--- src/rtl/cpu_types_pkg.sv ---
// rtl/cpu_types_pkg.sv - shared types and constants for the fetch stage
// Purpose: word type, fetch FSM states, next-pc select codes, pc step and
//          an alignment helper used by the fetch unit and its pc register.
// Ports:   none (package)
package cpu_types_pkg;

  typedef logic [31:0] word_t;

  typedef enum logic [1:0] {
    RUN  = 2'd0,
    PEND = 2'd1,
    HALT = 2'd2
  } fetch_state_t;

  // Next-pc source chosen by the FSM each cycle.
  typedef enum logic [1:0] {
    PC_HOLD  = 2'd0,
    PC_SEQ   = 2'd1,
    PC_REDIR = 2'd2,
    PC_PEND  = 2'd3
  } pc_sel_t;

  localparam word_t PC_STEP = 32'd4;

  // Instruction addresses are word aligned; the low two bits are dropped.
  function automatic word_t align_pc(word_t addr);
    return addr & ~word_t'(32'h3);
  endfunction

endpackage

--- src/rtl/fetch_unit_if.sv ---
// rtl/fetch_unit_if.sv - fetch stage bus: imem port, control inputs, IF/ID outputs
// Purpose: bundles the instruction-memory handshake, hazard/redirect/halt
//          controls and the IF/ID-facing outputs of the fetch unit.
// Modports: master = fetch unit side, slave = memory/pipeline side.
interface fetch_unit_if;

  logic                      ihit;
  cpu_types_pkg::word_t      imemload;
  logic                      imemREN;
  cpu_types_pkg::word_t      imemaddr;
  logic                      stall;
  logic                      redirect;
  cpu_types_pkg::word_t      redirect_pc;
  logic                      halt;
  cpu_types_pkg::word_t      instr;
  cpu_types_pkg::word_t      pcp4;
  logic                      fetch_valid;
  logic                      flush;
  logic                      halted;

  modport master (
    input  ihit, imemload, stall, redirect, redirect_pc, halt,
    output imemREN, imemaddr, instr, pcp4, fetch_valid, flush, halted
  );

  modport slave (
    output ihit, imemload, stall, redirect, redirect_pc, halt,
    input  imemREN, imemaddr, instr, pcp4, fetch_valid, flush, halted
  );

endinterface

--- src/rtl/fetch_pc_reg.sv ---
// rtl/fetch_pc_reg.sv - program counter and pending-redirect registers
// Purpose: holds pc and pend_pc and applies the next-pc select from the FSM.
// Ports:   clk, rst_n (async active-low), pc_sel (next-pc source),
//          pend_load (capture redirect_pc into pend_pc), redirect_pc,
//          pc / pend_pc (current register values).
module fetch_pc_reg
  import cpu_types_pkg::*;
#(
  parameter word_t PC_INIT = 32'h0000_0000
) (
  input  logic    clk,
  input  logic    rst_n,
  input  pc_sel_t pc_sel,
  input  logic    pend_load,
  input  word_t   redirect_pc,
  output word_t   pc,
  output word_t   pend_pc
);

  word_t pc_d, pc_q;
  word_t pend_pc_d, pend_pc_q;

  always_comb begin
    pc_d      = pc_q;
    pend_pc_d = pend_pc_q;
    case (pc_sel)
      PC_SEQ:   pc_d = pc_q + PC_STEP;   // wraps naturally at 2^32
      PC_REDIR: pc_d = align_pc(redirect_pc);
      PC_PEND:  pc_d = pend_pc_q;
      default:  pc_d = pc_q;
    endcase
    if (pend_load) pend_pc_d = align_pc(redirect_pc);
  end

  always_ff @(posedge clk or negedge rst_n) begin
    if (!rst_n) begin
      pc_q      <= align_pc(PC_INIT);
      pend_pc_q <= '0;
    end else begin
      pc_q      <= pc_d;
      pend_pc_q <= pend_pc_d;
    end
  end

  assign pc      = pc_q;
  assign pend_pc = pend_pc_q;

endmodule

--- src/rtl/fetch_unit.sv ---
// rtl/fetch_unit.sv - instruction fetch stage with redirect, stall and halt
// Purpose: RUN/PEND/HALT FSM driving the pc register, imem read request and
//          IF/ID qualifiers (fetch_valid, flush, halted).
// Ports:   CLK, nRST (async active-low), fif (fetch_unit_if.master).
module fetch_unit
  import cpu_types_pkg::*;
#(
  parameter word_t PC_INIT = 32'h0000_0000
) (
  input  logic          CLK,
  input  logic          nRST,
  fetch_unit_if.master  fif
);

  fetch_state_t state_d, state_q;
  pc_sel_t      pc_sel;
  logic         pend_load;
  logic         flush;
  word_t        pc;
  word_t        pend_pc;

  fetch_pc_reg #(.PC_INIT(PC_INIT)) u_pc_reg (
    .clk         (CLK),
    .rst_n       (nRST),
    .pc_sel      (pc_sel),
    .pend_load   (pend_load),
    .redirect_pc (fif.redirect_pc),
    .pc          (pc),
    .pend_pc     (pend_pc)
  );

  always_ff @(posedge CLK or negedge nRST) begin
    if (!nRST) state_q <= RUN;
    else       state_q <= state_d;
  end

  always_comb begin
    state_d   = state_q;
    pc_sel    = PC_HOLD;
    pend_load = 1'b0;
    flush     = 1'b0;
    case (state_q)
      RUN: begin
        flush = fif.redirect;
        if (fif.halt) begin
          state_d = HALT;
        end else if (fif.redirect) begin
          if (fif.ihit) begin
            pc_sel = PC_REDIR;
          end else begin
            // The outstanding read cannot be cancelled: park the target
            // and wait for the stale word to come back.
            pend_load = 1'b1;
            state_d   = PEND;
          end
        end else if (fif.ihit && !fif.stall) begin
          pc_sel = PC_SEQ;
        end
      end
      PEND: begin
        // Every word returned while pending is wrong-path.
        flush = 1'b1;
        if (fif.halt) begin
          state_d = HALT;
        end else if (fif.redirect) begin
          // The newest target always wins, even on the releasing hit.
          if (fif.ihit) begin
            pc_sel  = PC_REDIR;
            state_d = RUN;
          end else begin
            pend_load = 1'b1;
          end
        end else if (fif.ihit) begin
          pc_sel  = PC_PEND;
          state_d = RUN;
        end
      end
      HALT: begin
        state_d = HALT;
      end
      default: begin
        state_d = RUN;
      end
    endcase
  end

  assign fif.imemREN     = (state_q != HALT);
  assign fif.imemaddr    = pc;
  assign fif.pcp4        = pc + PC_STEP;
  assign fif.instr       = fif.imemload;
  assign fif.fetch_valid = fif.ihit && (state_q != HALT);
  assign fif.flush       = flush;
  assign fif.halted      = (state_q == HALT);

  // pend_pc is consumed inside the register block; keep it observable here.
  logic unused_pend;
  assign unused_pend = ^pend_pc;

endmodule

--- src/flat_wrapper.sv ---
// flat-port wrapper written by rule: the top's interface ports become plain ports
module fetch_unit_flat import cpu_types_pkg::*;
#(
  parameter word_t PC_INIT = 32'h0000_0000
)
  (CLK, nRST, fif_ihit, fif_imemload, fif_stall, fif_redirect, fif_redirect_pc, fif_halt, fif_imemREN, fif_imemaddr, fif_instr, fif_pcp4, fif_fetch_valid, fif_flush, fif_halted);
  fetch_unit_if fif_i ();
  input  logic CLK;
  input  logic nRST;
  input wire logic [$bits(fif_i.ihit)-1:0] fif_ihit;
  input wire logic [$bits(fif_i.imemload)-1:0] fif_imemload;
  input wire logic [$bits(fif_i.stall)-1:0] fif_stall;
  input wire logic [$bits(fif_i.redirect)-1:0] fif_redirect;
  input wire logic [$bits(fif_i.redirect_pc)-1:0] fif_redirect_pc;
  input wire logic [$bits(fif_i.halt)-1:0] fif_halt;
  output wire logic [$bits(fif_i.imemREN)-1:0] fif_imemREN;
  output wire logic [$bits(fif_i.imemaddr)-1:0] fif_imemaddr;
  output wire logic [$bits(fif_i.instr)-1:0] fif_instr;
  output wire logic [$bits(fif_i.pcp4)-1:0] fif_pcp4;
  output wire logic [$bits(fif_i.fetch_valid)-1:0] fif_fetch_valid;
  output wire logic [$bits(fif_i.flush)-1:0] fif_flush;
  output wire logic [$bits(fif_i.halted)-1:0] fif_halted;
  assign fif_i.ihit = fif_ihit;
  assign fif_i.imemload = fif_imemload;
  assign fif_i.stall = fif_stall;
  assign fif_i.redirect = fif_redirect;
  assign fif_i.redirect_pc = fif_redirect_pc;
  assign fif_i.halt = fif_halt;
  assign fif_imemREN = fif_i.imemREN;
  assign fif_imemaddr = fif_i.imemaddr;
  assign fif_instr = fif_i.instr;
  assign fif_pcp4 = fif_i.pcp4;
  assign fif_fetch_valid = fif_i.fetch_valid;
  assign fif_flush = fif_i.flush;
  assign fif_halted = fif_i.halted;
  fetch_unit #(.PC_INIT(PC_INIT)) u_core (.CLK(CLK), .nRST(nRST), .fif(fif_i));
endmodule
--- config.mk ---
export PLATFORM = sky130hd
export DESIGN_NAME = fetch_unit_flat
export DESIGN_NICKNAME = d
export VERILOG_FILES = /design/src/rtl/cpu_types_pkg.sv /design/src/rtl/fetch_unit_if.sv /design/src/rtl/fetch_pc_reg.sv /design/src/rtl/fetch_unit.sv /design/src/flat_wrapper.sv
export SDC_FILE = /design/constraint.sdc
export NUM_CORES = 1
export LEC_CHECK = 0
export CORE_UTILIZATION = 39
export DETAILED_ROUTE_END_ITERATION = 10
export GPL_ROUTABILITY_DRIVEN = 0
export PLACE_DENSITY = 0.85
export SKIP_LAST_GASP = 1
export SLEW_MARGIN = 30
export SYNTH_ARGS = -nofsm -noshare
export SYNTH_HDL_FRONTEND = slang
export SYNTH_SLANG_ARGS = --single-unit
--- constraint.sdc ---
create_clock -name CLK -period 1.9 [get_ports CLK]
set_input_delay 0.38 -clock CLK [delete_from_list [all_inputs] [get_ports CLK]]
set_output_delay 0.38 -clock CLK [all_outputs]
set_load 0.05 [all_outputs]
# == Word level (Yosys, flattened, before mapping) ==
# Cells that the tools add are included.
# W data, S select, Z words.
# word_totals
regBits,64
input_bits,70
out_inout_bits,100
# classes
add_sub_neg,1
eq_ne,9
muxes,20
reduce_logical,7
# ops
operator,count
$pmux W32 S3,1
$add A32 B3 Y32 const B,1
$mux W2,11
$ne A3 B3 Y1 const B,3
$eq A2 B2 Y1 const B,3
$pmux W2 S3,1
$mux W1,5
$eq A2 B1 Y1 const B,2
$pmux W2 S2,1
$reduce_and A3 Y1,1
$reduce_bool A3 Y1,1
$logic_and A1 B1 Y1,2
$logic_not A2 Y1,1
$ne A2 B2 Y1 const B,1
$pmux W1 S2,1
$reduce_or A2 Y1,1
$logic_not A1 Y1,1

# == Longest topological paths before layout ==
# depth
word_depth,8
depth_mapped,8
mapped_depth_nobuf,6

# == Cells and area by module ==
# From an unflattened synthesis, not the netlist that was laid out.
# hier_totals
hier_cells,439
area_unflattened_um2,4241.6
# modules_own_cells
mod,instances,cells_each,area_per_inst_um2,seq_area_each_um2
fetch_pc_reg,1,309,3275.6,1501.4
fetch_unit,1,130,965.9,50.0

# == Worst setup path after synthesis ==
# OpenSTA, ideal clock, no wires.
# synth_path
kind,register to output
from,"reg u_core.u_pc_reg.pc_q[6], in the netlist u_core.u_pc_reg.pc[6]"
to,out fif_pcp4[26]
arrival_ns,2.654
t_required_ns,1.520
path_slack_ns,-1.134
path_stages_with_launch,7
n_path_buf,2
path_cell_list,dfrtp_1 buf_2 nand4_4 nor4_4 buf_4 nand4_1 xnor2_1
# synth_between
elab_chain_len,1
# synth_rtl
element,line_no,source
from (decl),fetch_pc_reg.sv:20,"word_t pc_d, pc_q;"
from (signal assigned),fetch_pc_reg.sv:37,pc_q <= align_pc(PC_INIT);
from (signal assigned),fetch_pc_reg.sv:40,pc_q <= pc_d;
$add A32 B3 Y32,fetch_unit.sv:89,assign fif.pcp4 = pc + PC_STEP;
to (decl),flat_wrapper.sv:19,output wire logic [$bits(fif_i.pcp4)-1:0] fif_pcp4;
# Every way passes these cells.

# == Worst setup path after layout ==
# layout_path
from,"reg u_core.u_pc_reg.pc_q[14], in the netlist u_core.u_pc_reg.pc[14]"
to,out fif_pcp4[23]
# The elaborated chain is that of the path after synthesis.

==> impl_metrics.json <==
{
  "outcome": "complete, but fails checks",
  "violations": "setup timing",
  "io_pins": 170,
  "ys_seq_area_share_pct": 38.7,
  "h-tree-depth": 3,
  "clock_path_buffers": 2,
  "hold_ws_ns": 0.00698,
  "pre_cts_slack_ns": -0.594,
  "die_h_um": 103,
  "hold_class": "primary input to async pin",
  "ys.flop_type": "dfrtp_1",
  "power.total_mw": 5.47,
  "layout.nets": 690,
  "synth-simple-area-share_pct": 19.5,
  "fin_crit_sh_pct": 137,
  "cts_tree": "done",
  "initial_utilization_pct": 40.7,
  "cp_data_arrival_time_ns": 2.22,
  "cp-startpoint": "u_core.u_pc_reg.pc[14]",
  "cts_inserted_buffers": 9,
  "grt_antenna_before_repair": 0,
  "p_leak_nw": 3.35,
  "rsz0062_at_grt": "yes",
  "pwr_density_cell_nw_per_um2": 725,
  "multi_input_area_um2": 3110,
  "groute.usage.overall_pct": 33.4,
  "muxShareOfSynthArea_pct": 8.67,
  "globalRouteOverflowTotal": 0,
  "drt_iter0_drc": 521,
  "synth-seq-cells": 62,
  "setup_ws_ns": -0.699,
  "grt-busiest-layer": "met2",
  "via_count": 4873,
  "grtUsageMet2_pct": 53.4,
  "cpPeakStageDelay_ns": 0.42,
  "grt_max_degree": 63,
  "clock.fmax_ghz": 0.385,
  "synthTopCellsByArea": "dfrtp_1 (39%), mux2_2 (8.4%), buf_4 (7.1%), nand2_1 (4.3%), xnor2_1 (4.1%)",
  "avgSynthCellArea_um2": 9.31,
  "finalSetupViolCount": 45,
  "synth_top_area_share_pct": 38.7,
  "path_clk_slew_ns": 0.08,
  "final_antenna_net_count": 0,
  "clk_latency_ns": 0.37,
  "synthAdderAreaFrac_pct": 0.312,
  "maxCapViolations": 0,
  "synth_enable_flop_cells": 0,
  "dr.pass1.iters": 7,
  "routed_wl_mm": 19.8,
  "drive_gt1_share_pct": 62.3,
  "synth_xor_area_share_pct": 6.33,
  "die_w_um": 103,
  "slew_violations": 0,
  "port_buffers": 99,
  "synth_compound_area_share_pct": 15.5,
  "synth_common_cells": "dfrtp_1 (62), nand2_1 (46), buf_4 (38)",
  "synth.largest_area_cell": "dfrtp_1",
  "path_max_fanout": 4,
  "grt_pass1_wl_mm": 26.2,
  "dpl.hpwl_mm": 9.97,
  "synth_top_family_by_area": "simple AND/OR/NAND/NOR gates",
  "path_class": "register to output pin",
  "route.detailed.drc": 0,
  "fin_skew_ns": 0.0141,
  "startpoint_type": "register",
  "regArea_um2": 1580,
  "synth_area_um2": 4010,
  "worst_ep_required_time_ns": 1.52,
  "synth.distinct_cells": 57,
  "area_growth_pct": 87.9,
  "end_kind": "output pin",
  "use_met3_pct": 8.67,
  "num_rows": 36,
  "dieArea_um2": 10700,
  "synthCells": 431,
  "crit_slowest_cell": "dfrtp_2",
  "via_per_inst": 6.44,
  "period_needed_ns": 2.60,
  "vdd.ir_drop.worst_mv": 0.430,
  "gr-usage-met1_pct": 40.4,
  "cts_hold_buffers": 0,
  "post_drt_wl_per_cell_um": 26.1,
  "r2r-start": "u_core.state_q[1]",
  "core_area_um2": 9860,
  "async_flop_share_pct": 100,
  "clockRootBuffer": "clkbuf_8",
  "clkSinkCount": 62,
  "finalHoldViolCount": 0,
  "crit_chain": "nand4_1, buf_6, nor4_4, nor3b_2, buf_4, xor2_4, buf_12",
  "ys_warn_count": 0,
  "diodes": 0,
  "rr_worst_depth": 7,
  "synth_most_common_cell": "dfrtp_1",
  "fillCellCount": 492,
  "grt_pass1_vias": 4688
}
[sequential cells by signal, indices dropped and copies added, names as in the netlist]
signal,flops
u_core.u_pc_reg.pend_pc,30
u_core.u_pc_reg.pc,30
u_core.state_q,2
[layout make-up]
type                            instances  area share (%)
Multi-Input combinational cell        302            41.3
Timing Repair Buffer                  233            32.6
Sequential cell                        62            21.0
Tap cell                              133            2.21
Clock buffer                           13            2.11
Inverter                               11           0.548
Clock inverter                          3           0.265
[timing repair]
action                                  in CTS  in global routing
gates cloned                                 2                  1
gates resized for setup                     69                 94
pin swaps                                   26                 58
endpoints found under the setup margin      54                 56
buffers inserted                            16                 27
[power by group]
part | switching (mW) | internal (mW)
Sequential | 0.150 | 1.48
Clock | 0.604 | 0.544
Combinational | 1.54 | 1.15
Total | 2.29 | 3.17
[placed cells by master (no fill, tap or decap), drive strengths merged, types with 4 or more instances in the layout]
master         instances
buf                  198
dfrtp                 62
nand2                 46
mux2                  30
clkdlybuf4s50         30
nor2                  28
xnor2                 19
o21ai                 19
a21oi                 18
nand3                 16
nor3                  15
clkbuf                14
o22ai                 12
inv                   11
xor2                  10
nand4                  9
and3                   9
o2bb2ai                9
a31oi                  6
a2bb2oi                6
nor4                   5
and4                   4
conb                   4
o2bb2a                 4
[kinds of logic after synthesis]
kind of cell / after synthesis
AO/OA/AOI/OAI: 89
adder cells (fa/ha/maj): 1
flip-flops: 62
multiplexers: 31
XOR/XNOR: 29
buffers and inverters: 71
AND/OR/NAND/NOR: 147
other: 1
[worst max-delay path, delay by kind of cell (launching register included)]
family                 cells  cell delay [ns]
XOR/XNOR                   1             0.15
buffers and inverters      3             0.50
AND/OR/NAND/NOR            3             0.77
flip-flops                 1             0.42
[routing by layer]
layer	vias up	wire length, um	share of wire, %
met5	-	0	0
met2	489	9100	46
met1	2334	7010	35
met3	161	2260	11
met4	0	1430	7.2
li1	1889	-	-
[per-stage QoR]
step / instances / TNS (ns) / util, % / area [um^2]
2_1_floorplan: 434 / -11.00 / - / 4490
3_3_place_gp: 704 / -18.78 / 63.8 / 6290
3_5_place_dp: 704 / -21.94 / 63.8 / 6290
4_1_cts: 737 / -11.12 / 70.2 / 6920
5_1_grt: 757 / -16.27 / 76.4 / 7540
6_report: 757 / -14.14 / 76.4 / 7540
[worst paths after layout]
| check | to | slack, ns |
|---|---|---|
| worst max-delay path | fif_pcp4[23] | -0.70 |
| worst min-delay path | u_core.u_pc_reg.pend_pc[8] | 0.007 |
| worst max register to register | u_core.u_pc_reg.pc[14] | -0.23 |
| worst min register to register | u_core.u_pc_reg.pend_pc[23] | 0.51 |
| max in group asynchronous | u_core.u_pc_reg.pc[24] | 1.58 |
| min in group CLK | u_core.state_q[0] | 0.43 |
(Power assumes the default switching activity.)
